===== src/rtl/fwd_hazard_unit_pkg.sv =====
// Shared types for the forwarding/hazard unit: datapath widths, FSM state
// encoding and the layout of one post-EX history stage.
package fwd_hazard_unit_pkg;

    localparam int N     = 16;
    localparam int REG_W = 3;

    localparam logic [15:0] STAT_MAX = 16'hFFFF;

    typedef enum logic {
        IDLE  = 1'b0,
        STALL = 1'b1
    } fsm_state_t;

    typedef struct packed {
        logic [REG_W-1:0] dst;
        logic             wb;
        logic             mem_read;
        logic [N-1:0]     result;
        logic [N-1:0]     load_data;
    } stage_t;

    // An ID operand only depends on a register when the instruction actually reads it
    function automatic logic operand_match(input logic             used,
                                           input logic [REG_W-1:0] id_reg,
                                           input logic [REG_W-1:0] stage_reg);
        return used && (id_reg == stage_reg);
    endfunction

endpackage


===== src/rtl/fwd_stage_reg.sv =====
// One post-EX history stage: squashes the control flags of bubbles and
// optionally captures memory read data instead of the incoming load_data.
module fwd_stage_reg
    import fwd_hazard_unit_pkg::*;
(
    input  logic         clk,
    input  logic         rst_n,
    input  stage_t       d,
    input  logic         kill,
    input  logic         capture,
    input  logic [N-1:0] capture_data,
    output stage_t       q
);

    // dst/result travel even for bubbles; only wb/mem_read carry meaning
    always_ff @(posedge clk or negedge rst_n) begin
        if (!rst_n) begin
            q <= '0;
        end else begin
            q.dst       <= d.dst;
            q.result    <= d.result;
            q.wb        <= d.wb & ~kill;
            q.mem_read  <= d.mem_read & ~kill;
            q.load_data <= capture ? capture_data : d.load_data;
        end
    end

endmodule


===== src/rtl/fwd_hazard_unit.sv =====
// Forwarding producer: owns EX/MEM (buf2) and MEM/WB (buf3), detects load-use
// hazards and inserts one bubble per load. Optional counters: FWD_STATS_EN.
module fwd_hazard_unit
    import fwd_hazard_unit_pkg::*;
(
    input  logic             clk,
    input  logic             rst_n,
    input  logic             ex_valid,
    input  logic [REG_W-1:0] ex_dst,
    input  logic             ex_wb,
    input  logic             ex_mem_read,
    input  logic [N-1:0]     ex_result,
    input  logic [N-1:0]     mem_rdata,
    input  logic [REG_W-1:0] id_src,
    input  logic [REG_W-1:0] id_dst,
    input  logic             id_src_used,
    input  logic             id_dst_used,
    input  logic             flush,
    output logic             stall,
    output logic             wb1,
    output logic             wb2,
    output logic [REG_W-1:0] reg2_buf2,
    output logic [REG_W-1:0] reg2_buf3,
    output logic [N-1:0]     result_prev1,
    output logic [N-1:0]     result_prev2,
    output logic             mem_read_load_case,
    output logic [N-1:0]     memory_data_output_load_case
`ifdef FWD_STATS_EN
    ,
    output logic [15:0]      stall_count,
    output logic [15:0]      fwd_count
`endif
);

    fsm_state_t state;
    logic       hazard;
    logic       ex_kill;
    stage_t     buf2_d;
    stage_t     buf2_q;
    stage_t     buf3_d;
    stage_t     buf3_q;

    assign hazard = ex_valid & ex_mem_read & ex_wb & ~flush &
                    (operand_match(id_src_used, id_src, ex_dst) |
                     operand_match(id_dst_used, id_dst, ex_dst));

    // Gating with rst_n lets stall drop the moment reset asserts, not at the next edge
    assign stall   = rst_n & (state == IDLE) & hazard;
    assign ex_kill = ~ex_valid | flush | stall;

    always_ff @(posedge clk or negedge rst_n) begin
        if (!rst_n) begin
            state <= IDLE;
        end else begin
            case (state)
                IDLE:    state <= hazard ? STALL : IDLE;
                STALL:   state <= IDLE;
                default: state <= IDLE;
            endcase
        end
    end

    // buf3 inherits buf2 wholesale; its load_data only moves when buf2 holds a load
    always_comb begin
        buf2_d           = '0;
        buf2_d.dst       = ex_dst;
        buf2_d.wb        = ex_wb;
        buf2_d.mem_read  = ex_mem_read;
        buf2_d.result    = ex_result;
        buf3_d           = buf2_q;
        buf3_d.load_data = buf3_q.load_data;
    end

    fwd_stage_reg u_buf2 (
        .clk          (clk),
        .rst_n        (rst_n),
        .d            (buf2_d),
        .kill         (ex_kill),
        .capture      (1'b0),
        .capture_data (mem_rdata),
        .q            (buf2_q)
    );

    fwd_stage_reg u_buf3 (
        .clk          (clk),
        .rst_n        (rst_n),
        .d            (buf3_d),
        .kill         (1'b0),
        .capture      (buf2_q.mem_read),
        .capture_data (mem_rdata),
        .q            (buf3_q)
    );

    assign wb1                          = buf2_q.wb;
    assign wb2                          = buf3_q.wb;
    assign reg2_buf2                    = buf2_q.dst;
    assign reg2_buf3                    = buf3_q.dst;
    assign result_prev1                 = buf2_q.result;
    assign result_prev2                 = buf3_q.result;
    assign mem_read_load_case           = buf3_q.mem_read;
    assign memory_data_output_load_case = buf3_q.load_data;

`ifdef FWD_STATS_EN
    logic fwd_hit;

    assign fwd_hit =
        (buf2_q.wb & (operand_match(id_src_used, id_src, buf2_q.dst) |
                      operand_match(id_dst_used, id_dst, buf2_q.dst))) |
        (buf3_q.wb & (operand_match(id_src_used, id_src, buf3_q.dst) |
                      operand_match(id_dst_used, id_dst, buf3_q.dst)));

    // Both counters saturate so long runs never wrap back to small values
    always_ff @(posedge clk or negedge rst_n) begin
        if (!rst_n) begin
            stall_count <= '0;
            fwd_count   <= '0;
        end else begin
            if (stall && (stall_count != STAT_MAX)) begin
                stall_count <= stall_count + 16'd1;
            end
            if (fwd_hit && (fwd_count != STAT_MAX)) begin
                fwd_count <= fwd_count + 16'd1;
            end
        end
    end
`endif

endmodule


===== config.mk =====
export PLATFORM = sky130hd
export DESIGN_NAME = fwd_hazard_unit
export DESIGN_NICKNAME = d
export VERILOG_FILES = /design/src/rtl/fwd_hazard_unit_pkg.sv /design/src/rtl/fwd_stage_reg.sv /design/src/rtl/fwd_hazard_unit.sv
export SDC_FILE = /design/constraint.sdc
export NUM_CORES = 1
export LEC_CHECK = 0
export ABC_AREA = 1
export CAP_MARGIN = 5
export CORE_MARGIN = 3
export CORE_UTILIZATION = 38
export CTS_CLUSTER_DIAMETER = 200
export DETAILED_ROUTE_END_ITERATION = 10
export PLACE_DENSITY = 0.86
export SLEW_MARGIN = 40
export SYNTH_ARGS = -nofsm -noshare
export SYNTH_HDL_FRONTEND = slang
export SYNTH_SLANG_ARGS = --single-unit

===== constraint.sdc =====
create_clock -name clk -period 1.3 [get_ports clk]
set_input_delay 0.195 -clock clk [delete_from_list [all_inputs] [get_ports clk]]
set_output_delay 0.195 -clock clk [all_outputs]
set_load 0.01 [all_outputs]

==> metrics.yaml, run 1 <==
status: "completed"
first_pass_iters: 5
cellLeakagePower_nw: 1.65
grt_util_all_layers_pct: 14.8
crit_buf_inv: 2
drt_wl_total_mm: 4.25
placedInstanceArea_sq_um: 3110
antenna_left: 0
final-max-slew-violation-count: 0
slowest_stage: "dfrtp_1"
dr_total_vias: 1355
placed_cells: 302
syn_area_per_cell_sq_um: 15.4
syn-cell-area_sq_um: 1960
arrival_ns: 1.04
end_kind: "primary output"
postLayoutCoreUtil_pct: 67.0
yosysSeqAreaShare_pct: 75.3
yosys.area.top_type: "dfrtp_1"
synth_top_cells_by_area: "dfrtp_1 75%, mux2_4 7.7%, nand2_1 4.0%, mux2_1 3.4%, inv_1 2.3%"
final_area_sq_um: 3250
finalNonFillerCells: 322
hpwlAfterDp_mm: 3.24
synth.distinct_cells: 13
yosysMostFrequentCell: "dfrtp_1"
drive_above_1_share_pct: 18.4
io_pins: 107
setup_violations: 0
grt_pass1_vias: 1380
final.setup.tns_ns: 0
synth_cells: 127
cts_inserted_buffers: 9
grt_pass1_wl_mm: 6.63
place_congestion: 0.731
syn_nets: 176
synth_commonest_cells: "59 x dfrtp_1, 21 x nand2_1, 12 x inv_1"
drc_errors: 0
placement.io_buffers: 106
total_power_mw: 4.47
synth-edff-count: 0
fin_crit_sh_pct: 95.3
fp-row-count: 25
coreArea_sq_um: 4850
drtIter0Drc: 18
cts-root-buf: "clkbuf_8"
fp.dieW_um: 77.8
clk_pin_slew_ns: 0.06
cpLargestDelayFamily: "flip-flops"
crit_type: "flop to primary output"
synthArstFlopShare_pct: 100
use_met2_pct: 25.0
hold_buffers: 0
die_h_um: 77.8
grt_use_met1_pct: 15.8
cts_sinks: 59
cts_tree: "built"
n_antenna_cell: 0
irDropWorstVdd_mv: 0.650
clk_latency_ns: 0.32
worst_slew_pin_slew_ns: 0.706
clock.fmax_mhz: 807
max_stage_delay_ns: 0.39
syn_to_final_growth_pct: 65.7
synth_top_area_share_pct: 75.3
die_area_sq_um: 6060
grt_max_degree: 60
grt.busiest_layer: "met2"
path_cells: "nor2_2 > nand3_2 > inv_2 > buf_6"
finalHoldViolations: 0
start_util_pct: 40.4
start_kind: "flop"
nets: 299
drv_cap: 0
critical_path_required_ns: 1.11
relSlewSlack_pct: 52.9
period_minus_slack_ns: 1.24
hp-class: "input pin to asynchronous set/reset pin"
viasPerCell: 4.21
fin_skew_ns: 0.00505
clockBufferDepth: 2
crit_fanout: 2
grt_use_met3_pct: 5.92
synth_warnings: 0
gr-total-overflow: 0
cts_max_level: 3
wl_per_cell_um: 13.2
power.density_nw_per_um2: 1380
ys.flop_type: "dfrtp_1"
ys_seq_elements: 59
antenna_found_initial: 0
==> metal layers <==
metal  wire length (um)  up-vias  share of wire [%]
met5                  0        -                  0
met4                 79        0                1.9
met3                404        9                9.5
met2               2060       74                 48
met1               1710      635                 40
li1                   -      637                  -
==> registers in the layout (all words and copies together) (netlist names) <==
name	count
u_buf2.q	21
u_buf3.q	37
state	1
==> final cells by class <==
| cell class | instances | area [sq um] |
|---|---|---|
| clock buffer | 11 | 131 |
| timing repair buffer | 114 | 1010 |
| tap | 67 | 83.8 |
| inverter | 15 | 83.8 |
| multi-input combinational | 51 | 380 |
| sequential | 59 | 1480 |
| fill | 397 | 1600 |
| clock inverter | 5 | 77.6 |
==> cells in the final DEF, fill, tap and decap left out <==
cell             synthesis  routed
buf_2                    0       1
mux2_1                   6       6
dfrtp_1                 59      59
nand3_2                  1       1
buf_6                    2       1
nand2_1                 21      21
nand2_4                  1       1
clkinv_2                 0       2
inv_1                   12      11
clkbuf_2                 0       4
nor3_4                   1       1
inv_2                    1       2
clkbuf_8                 0       9
nor2_2                   0       1
clkdlybuf4s15_1          0       2
clkbuf_1                 0       2
nand2_2                  1       1
nor2_1                  10       9
buf_4                    0       8
dlygate4sd2_1            0      66
mux2_4                  10      10
clkinvlp_4               0       1
bufinv_8                 2       2
bufinv_16                0       2
clkdlybuf4s50_1          0      32
==> cells by family (layout without fill, tap and decap cells) <==
group	Yosys count	after routing	share of synthesized area, %
simple gates	35	35	8.17
buf+inv	17	145	5.42
flops	59	59	75.3
mux	16	16	11.1
==> where the power goes <==
part,internal (mW),total [mW],switching (mW)
combinational,0.394,0.668,0.274
sequential,2.00,2.07,0.0686
clock,1.07,1.73,0.660
total,3.46,4.47,1.00
==> worst paths after layout <==
kind,cells after the start,slack (ns),endpoint,from
worst max-delay path,4,0.06,stall,state$_DFF_PN0_
worst min-delay path,2,0.02,u_buf3.q[15]$_DFFE_PN0P_,rst_n
worst max register to register,2,0.28,u_buf3.q[3]$_DFFE_PN0P_,u_buf2.q[32]$_DFF_PN0_
worst min register to register,0,0.37,u_buf3.q[22]$_DFF_PN0_,u_buf2.q[22]$_DFF_PN0_
max in group asynchronous,2,0.80,u_buf3.q[11]$_DFFE_PN0P_,rst_n
min in group clk,1,0.03,u_buf2.q[36]$_DFF_PN0_,ex_dst[2]
==> timing repair <==
| item | 4_1_cts | 5_1_grt |
|---|---|---|
| resized for setup | 77 | 12 |
| endpoints found under the setup margin | 58 | 1 |
| pin swaps | 12 | 5 |
| buffers inserted | 2 | 2 |
==> metrics by stage <==
| step | setup slack, ns | hold WS (ns) |
|---|---|---|
| after global routing | -0.00907 | 0.00887 |
| after floorplan | 0.250 | -0.101 |
| after CTS | -0.0180 | 0.0510 |
| final | 0.0614 | 0.0249 |
| after global placement | -0.635 | 0.357 |
| after detailed placement | -0.690 | 0.358 |
==> worst register-to-register path, cell delays in order, from the launching register on <==
cell	delay [ns]
dfrtp_1	0.38
buf_4	0.18
mux2_1	0.34
Power figures use the tool's default switching activity.
==> run 2: changes to the inputs <==
--- a/config.mk
+++ b/config.mk
@@ -12,6 +12,7 @@
 export CTS_CLUSTER_DIAMETER = 200
 export DETAILED_ROUTE_END_ITERATION = 10
 export PLACE_DENSITY = 0.86
+export SKIP_CTS_REPAIR_TIMING = 1
 export SLEW_MARGIN = 40
 export SYNTH_ARGS = -nofsm -noshare
 export SYNTH_HDL_FRONTEND = slang
==> run 2 against run 1 <==
The run now ends with setup timing left. Setup slack worse by 0.15 ns. Core utilization is 5.3 points higher. First-iteration DRC count grew 89%. Via count grew 0.37%. Total power increased by 2.2%. Routed wire length grew 11%. Clock power about the same. Flip-flop and latch count stayed put. Die area unchanged. Sequential share of layout area fell by 3.3 points. Critical endpoint unchanged. Largest cell class unchanged. Largest power group unchanged.
==> metrics.yaml, run 2 (synthesis gave the netlist of run 1 again) <==
status: "complete, but fails checks"
violations: "setup timing"
critical_path_depth: 8
crit_buf_inv: 3
io_pins: 107
worstReg2RegStart: "state$_DFF_PN0_"
setup_violations: 1
grt_max_degree: 60
grt_pass1_vias: 1380
period_minus_slack_ns: 1.39
slowest_stage: "clkdlybuf4s50_1"
top_register: "u_buf3.q"
crit_fanout: 2
mostFrequentLayoutCells: "69 x dlymetal6s2s_1, 59 x dfrtp_1, 35 x clkdlybuf4s50_1, 21 x nand2_1"
crit_type: "input pin to primary output"
postLayoutCoreUtil_pct: 72.3
cts_sinks: 59
start_kind: "input pin"
fin_hold_ws_ns: 0.0252
finalHoldViolations: 0
die_h_um: 77.8
drtIter0Drc: 34
start_util_pct: 40.4
hp-class: "input pin to asynchronous set/reset pin"
gr-total-overflow: 0
drc_errors: 0
preCtsSetupSlack_ns: -0.690
placement.io_buffers: 106
cellLeakagePower_nw: 2.20
layout_commonest_cell: "dlymetal6s2s_1"
grt_util_all_layers_pct: 14.8
critical_path_required_ns: 1.11
fin_skew_ns: 0.00526
coreArea_sq_um: 4850
largest_reg_flops: 37
clockBufferDepth: 2
antenna_found_initial: 0
nets: 297
cp_common_cell: "nand2_1"
fillers: 335
fp.dieW_um: 77.8
wl_per_cell_um: 14.7
power.density_nw_per_um2: 1300
fin_crit_sh_pct: 107
n_antenna_cell: 0
viasPerCell: 4.25
rsz0062_at_grt: "yes"
clk_pin_slew_ns: 0.07
syn_to_final_growth_pct: 78.8
antenna_left: 0
cts-root-buf: "clkbuf_8"
relSlewSlack_pct: 53.8
die_area_sq_um: 6060
path_cells: "clkdlybuf4s50_1 > nand2_1 > nor2_1 > nand2_1 > nand2_2 > nand3_2 > inv_2 > buf_6"
hpwlAfterDp_mm: 3.24
end_kind: "primary output"
placedInstanceArea_sq_um: 3110
r2r_slack_ns: 0.24
clk_latency_ns: 0.32
crit_start: "id_dst_used"
final-max-slew-violation-count: 0
dr_total_vias: 1360
reg2reg_to: "u_buf2.q[32]$_DFF_PN0_"
cts_max_level: 3
arrival_ns: 1.19
ff2ff_path_depth: 6
cts_inserted_buffers: 9
cts_tree: "built"
final_area_sq_um: 3510
drt_wl_total_mm: 4.71
max_stage_delay_ns: 0.47
fin_ws_ns: -0.0863
largest_registers: "u_buf3.q: 37 flops, u_buf2.q: 21 flops, state: 1 flops"
grt_pass1_wl_mm: 6.63
clock.fmax_mhz: 721
irDropWorstVdd_mv: 0.667
fp-row-count: 25
place_congestion: 0.731
endpoint: "stall"
cpLargestDelayFamily: "buffers and inverters"
drive_above_1_share_pct: 16.2
first_pass_iters: 4
worst_slew_pin_slew_ns: 0.692
drv_cap: 0
[run 2: cell types whose count changed in the layout (fill, tap and decap cells not counted), sizes merged]
cell and delta:
clkdlybuf4s50 +3, buf -2, dlygate4sd2 -66, clkbuf -4, clkdlybuf4s15 -2, dlymetal6s2s +69
[run 2: layout make-up]
cell class	instances	area [sq um]	share of cell area, %
Multi-Input combinational cell	51	378	10.8
Tap cell	67	83.8	2.39
Clock inverter	5	77.6	2.21
Inverter	15	83.8	2.39
Sequential cell	59	1480	42.1
Clock buffer	11	131	3.75
Timing Repair Buffer	112	1270	36.4
[run 2: metal layers]
| metal | vias to the layer above | GRT usage (%) | wire length (um) |
|---|---|---|---|
| met5 | - | 0 | 0 |
| met4 | 0 | 8.01 | 78 |
| met3 | 10 | 6.03 | 356 |
| met2 | 71 | 24.8 | 2360 |
| met1 | 649 | 15.8 | 1920 |
| li1 | 630 | - | - |
[run 2: report_power, final]
group,total (mW),switching (mW),internal [mW]
clock network,1.74,0.665,1.07
logic,0.757,0.284,0.473
registers,2.07,0.0711,2.00
total,4.56,1.02,3.54
[run 2: worst register-to-register path: stages, from the launching register on]
cell and delay (ns):
dfrtp_1 0.38, nor2_1 0.13, nand3_2 0.10, buf_4 0.14, buf_4 0.12, nand2_1 0.05
inv_1 0.04
[run 2: worst min-delay path by stage]
| stage | to | slack [ns] | startpoint |
|---|---|---|---|
| 2_1_floorplan | state$_DFF_PN0_ | -0.10 | rst_n |
| 3_3_place_gp | u_buf3.q[25]$_DFF_PN0_ | 0.36 | u_buf2.q[25]$_DFF_PN0_ |
| 3_5_place_dp | u_buf3.q[33]$_DFF_PN0_ | 0.36 | u_buf2.q[33]$_DFF_PN0_ |
| 4_1_cts | u_buf3.q[15]$_DFFE_PN0P_ | 0.05 | rst_n |
| 5_1_grt | u_buf2.q[36]$_DFF_PN0_ | 0.06 | ex_dst[2] |
| 6_report | u_buf2.q[19]$_DFF_PN0_ | 0.03 | rst_n |
[run 2: stage by stage]
step | setup TNS (ns) | power [mW] | cells
floorplan | 0 | 2.36 | 127
global placement | -1.02 | 2.88 | 302
detailed placement | -1.21 | 2.91 | 302
CTS | -6.90 | 4.65 | 318
global route | -0.157 | 4.76 | 320
finish | -0.0863 | 4.56 | 320
==> run 3: changes to the inputs <==
--- a/config.mk
+++ b/config.mk
@@ -8,12 +8,14 @@
 export ABC_AREA = 1
 export CAP_MARGIN = 5
 export CORE_MARGIN = 3
-export CORE_UTILIZATION = 38
+export CORE_UTILIZATION = 51
 export CTS_CLUSTER_DIAMETER = 200
 export DETAILED_ROUTE_END_ITERATION = 10
-export PLACE_DENSITY = 0.86
+export DONT_BUFFER_PORTS = 1
+export PLACE_DENSITY = 0.73
 export SKIP_CTS_REPAIR_TIMING = 1
 export SLEW_MARGIN = 40
 export SYNTH_ARGS = -nofsm -noshare
 export SYNTH_HDL_FRONTEND = slang
+export SYNTH_HIERARCHICAL = 1
 export SYNTH_SLANG_ARGS = --single-unit
==> run 3 against run 2 <==
The flow finishes with violations (hold timing). Register-to-register slack better by 0.04 ns. Die area is 24% lower. Flip-flop and latch count stayed put. Via count is 10% lower. Clock power is 3% higher. Critical path depth is 5 lower. Global-route usage is 2.4 points higher. Clock-buffer cell count is 1 higher. Total power is 8.1% lower. Combinational power is 69% lower.
==> metrics.yaml, run 3 <==
p_int_mw: 3.25
grt_pass1_vias: 1078
drv_cap: 0
crit_fanout: 2
first_pass_iters: 4
total_power_mw: 4.19
drive_above_1_share_pct: 12.7
rsz0062_at_grt: "no"
cts-root-buf: "clkbuf_8"
io_pins: 107
clockBufferDepth: 2
setup_violations: 0
largest_reg_flops: 37
regArea_sq_um: 1480
crit_type: "flop to primary output"
antenna_found_initial: 0
placement.io_buffers: 0
fillers: 252
cts_inserted_buffers: 9
preCtsSetupSlack_ns: 0.310
arrival_ns: 1.03
final_area_sq_um: 2530
fin_ws_ns: 0.0754
final-max-slew-violation-count: 0
violations: "hold timing"
synth_warnings: 6
end_kind: "primary output"
drt_wl_total_mm: 4.26
fin_hold_ws_ns: -0.435
start_util_pct: 55.5
critical_path_required_ns: 1.11
grt_max_degree: 61
cts_sinks: 59
fin_skew_ns: 0.00508
viasPerCell: 4.73
grt_pass1_wl_mm: 5.33
syn_to_final_growth_pct: 29.6
syn-cell-area_sq_um: 1960
period_minus_slack_ns: 1.22
cts_max_level: 3
wl_per_cell_um: 16.4
gr-total-overflow: 0
mostFrequentLayoutCells: "63 x nand2_1, 59 x dfrtp_1, 33 x dlygate4sd3_1, 16 x inv_1"
start_kind: "flop"
p_sw_share_pct: 22.6
clk_pin_slew_ns: 0.06
layout_commonest_cell: "nand2_1"
fp.dieW_um: 67.9
pwr-share-seq_pct: 51.7
multi_input_area_sq_um: 374
antenna_left: 0
syn_area_per_cell_sq_um: 11.9
die_h_um: 67.9
coreArea_sq_um: 3520
status: "complete, but fails checks"
fin_crit_sh_pct: 94.2
switching_power_uw: 946
drtIter0Drc: 92
die_area_sq_um: 4610
top_register: "u_buf3/q"
synth_cells: 165
p_clk_share_pct: 42.7
placedInstanceArea_sq_um: 1980
hpwlAfterDp_mm: 2.75
largest_registers: "u_buf3/q: 37 flops, u_buf2/q: 21 flops, state: 1 flops"
combinationalPowerShare_pct: 5.6
place_congestion: 0.691
cellLeakagePower_nw: 1.30
n_antenna_cell: 0
hp-class: "input pin to asynchronous set/reset pin"
dr_total_vias: 1224
final.setup.tns_ns: 0
finalNonFillerCells: 259
nets: 257
clock.fmax_mhz: 817
finalHoldViolations: 60
drc_errors: 0
grt_util_all_layers_pct: 17.1
cts_tree: "built"
placed_cells: 210
clk_latency_ns: 0.32
irDropWorstVdd_mv: 0.915
fp-row-count: 21
power.density_nw_per_um2: 1650
run 3: worst paths after layout:
check,startpoint,end,slack [ns],cells past startpoint
min,rst_n,u_buf3/q[5]$_DFF_PN0_,-0.43,0
min reg2reg,u_buf2/q[25]$_DFF_PN0_,u_buf3/q[25]$_DFF_PN0_,0.44,0
min in group clk,mem_rdata[11],u_buf3/q[11]$_DFF_PN0_,0,2
max reg2reg,u_buf2/q[32]$_DFF_PN0_,u_buf3/q[7]$_DFF_PN0_,0.28,3
max,state$_DFF_PN0_,stall,0.08,3
max in group asynchronous,rst_n,u_buf3/q[1]$_DFF_PN0_,1.65,0
run 3: area by class of cell:
type	instances	share of cell area, %
Clock buffer	12	5.73
Clock inverter	4	2.91
Inverter	17	2.72
Multi-Input combinational cell	87	14.8
Sequential cell	59	58.3
Tap cell	46	2.27
Timing Repair Buffer	34	13.3
run 3: power groups by stage:
| stage | Combinational (mW) | Sequential, mW | Clock, mW |
|---|---|---|---|
| after global routing | 0.264 | 2.18 | 1.94 |
| final | 0.235 | 2.17 | 1.79 |
| after floorplan | 0.133 | 2.17 | 0 |
| after global placement | 0.132 | 2.20 | 0 |
| after CTS | 0.149 | 2.17 | 1.85 |
| after detailed placement | 0.147 | 2.20 | 0 |
run 3: worst max-delay path, cell delays in order (launching register included):
cell,delay (ns)
dfrtp_1,0.39
nor2_2,0.13
nand3_2,0.09
inv_1,0.10
run 3: routing by layer:
metal  global-route usage [%]  vias to the layer above  wire length (um)
met1                     18.0                      582              1480
met5                        0                        -                 0
met2                     27.8                       70              2340
met3                     7.39                        5               384
met4                     11.4                        0                51
li1                         -                      567                 -
run 3: per-stage QoR:
stage / hold WS, ns / utilization [%]
after floorplan: -0.101 / -
after global placement: -0.0994 / 56.3
after detailed placement: -0.0993 / 56.3
after CTS: -0.458 / 62.5
after global routing: -0.472 / 72.0
final: -0.435 / 72.0
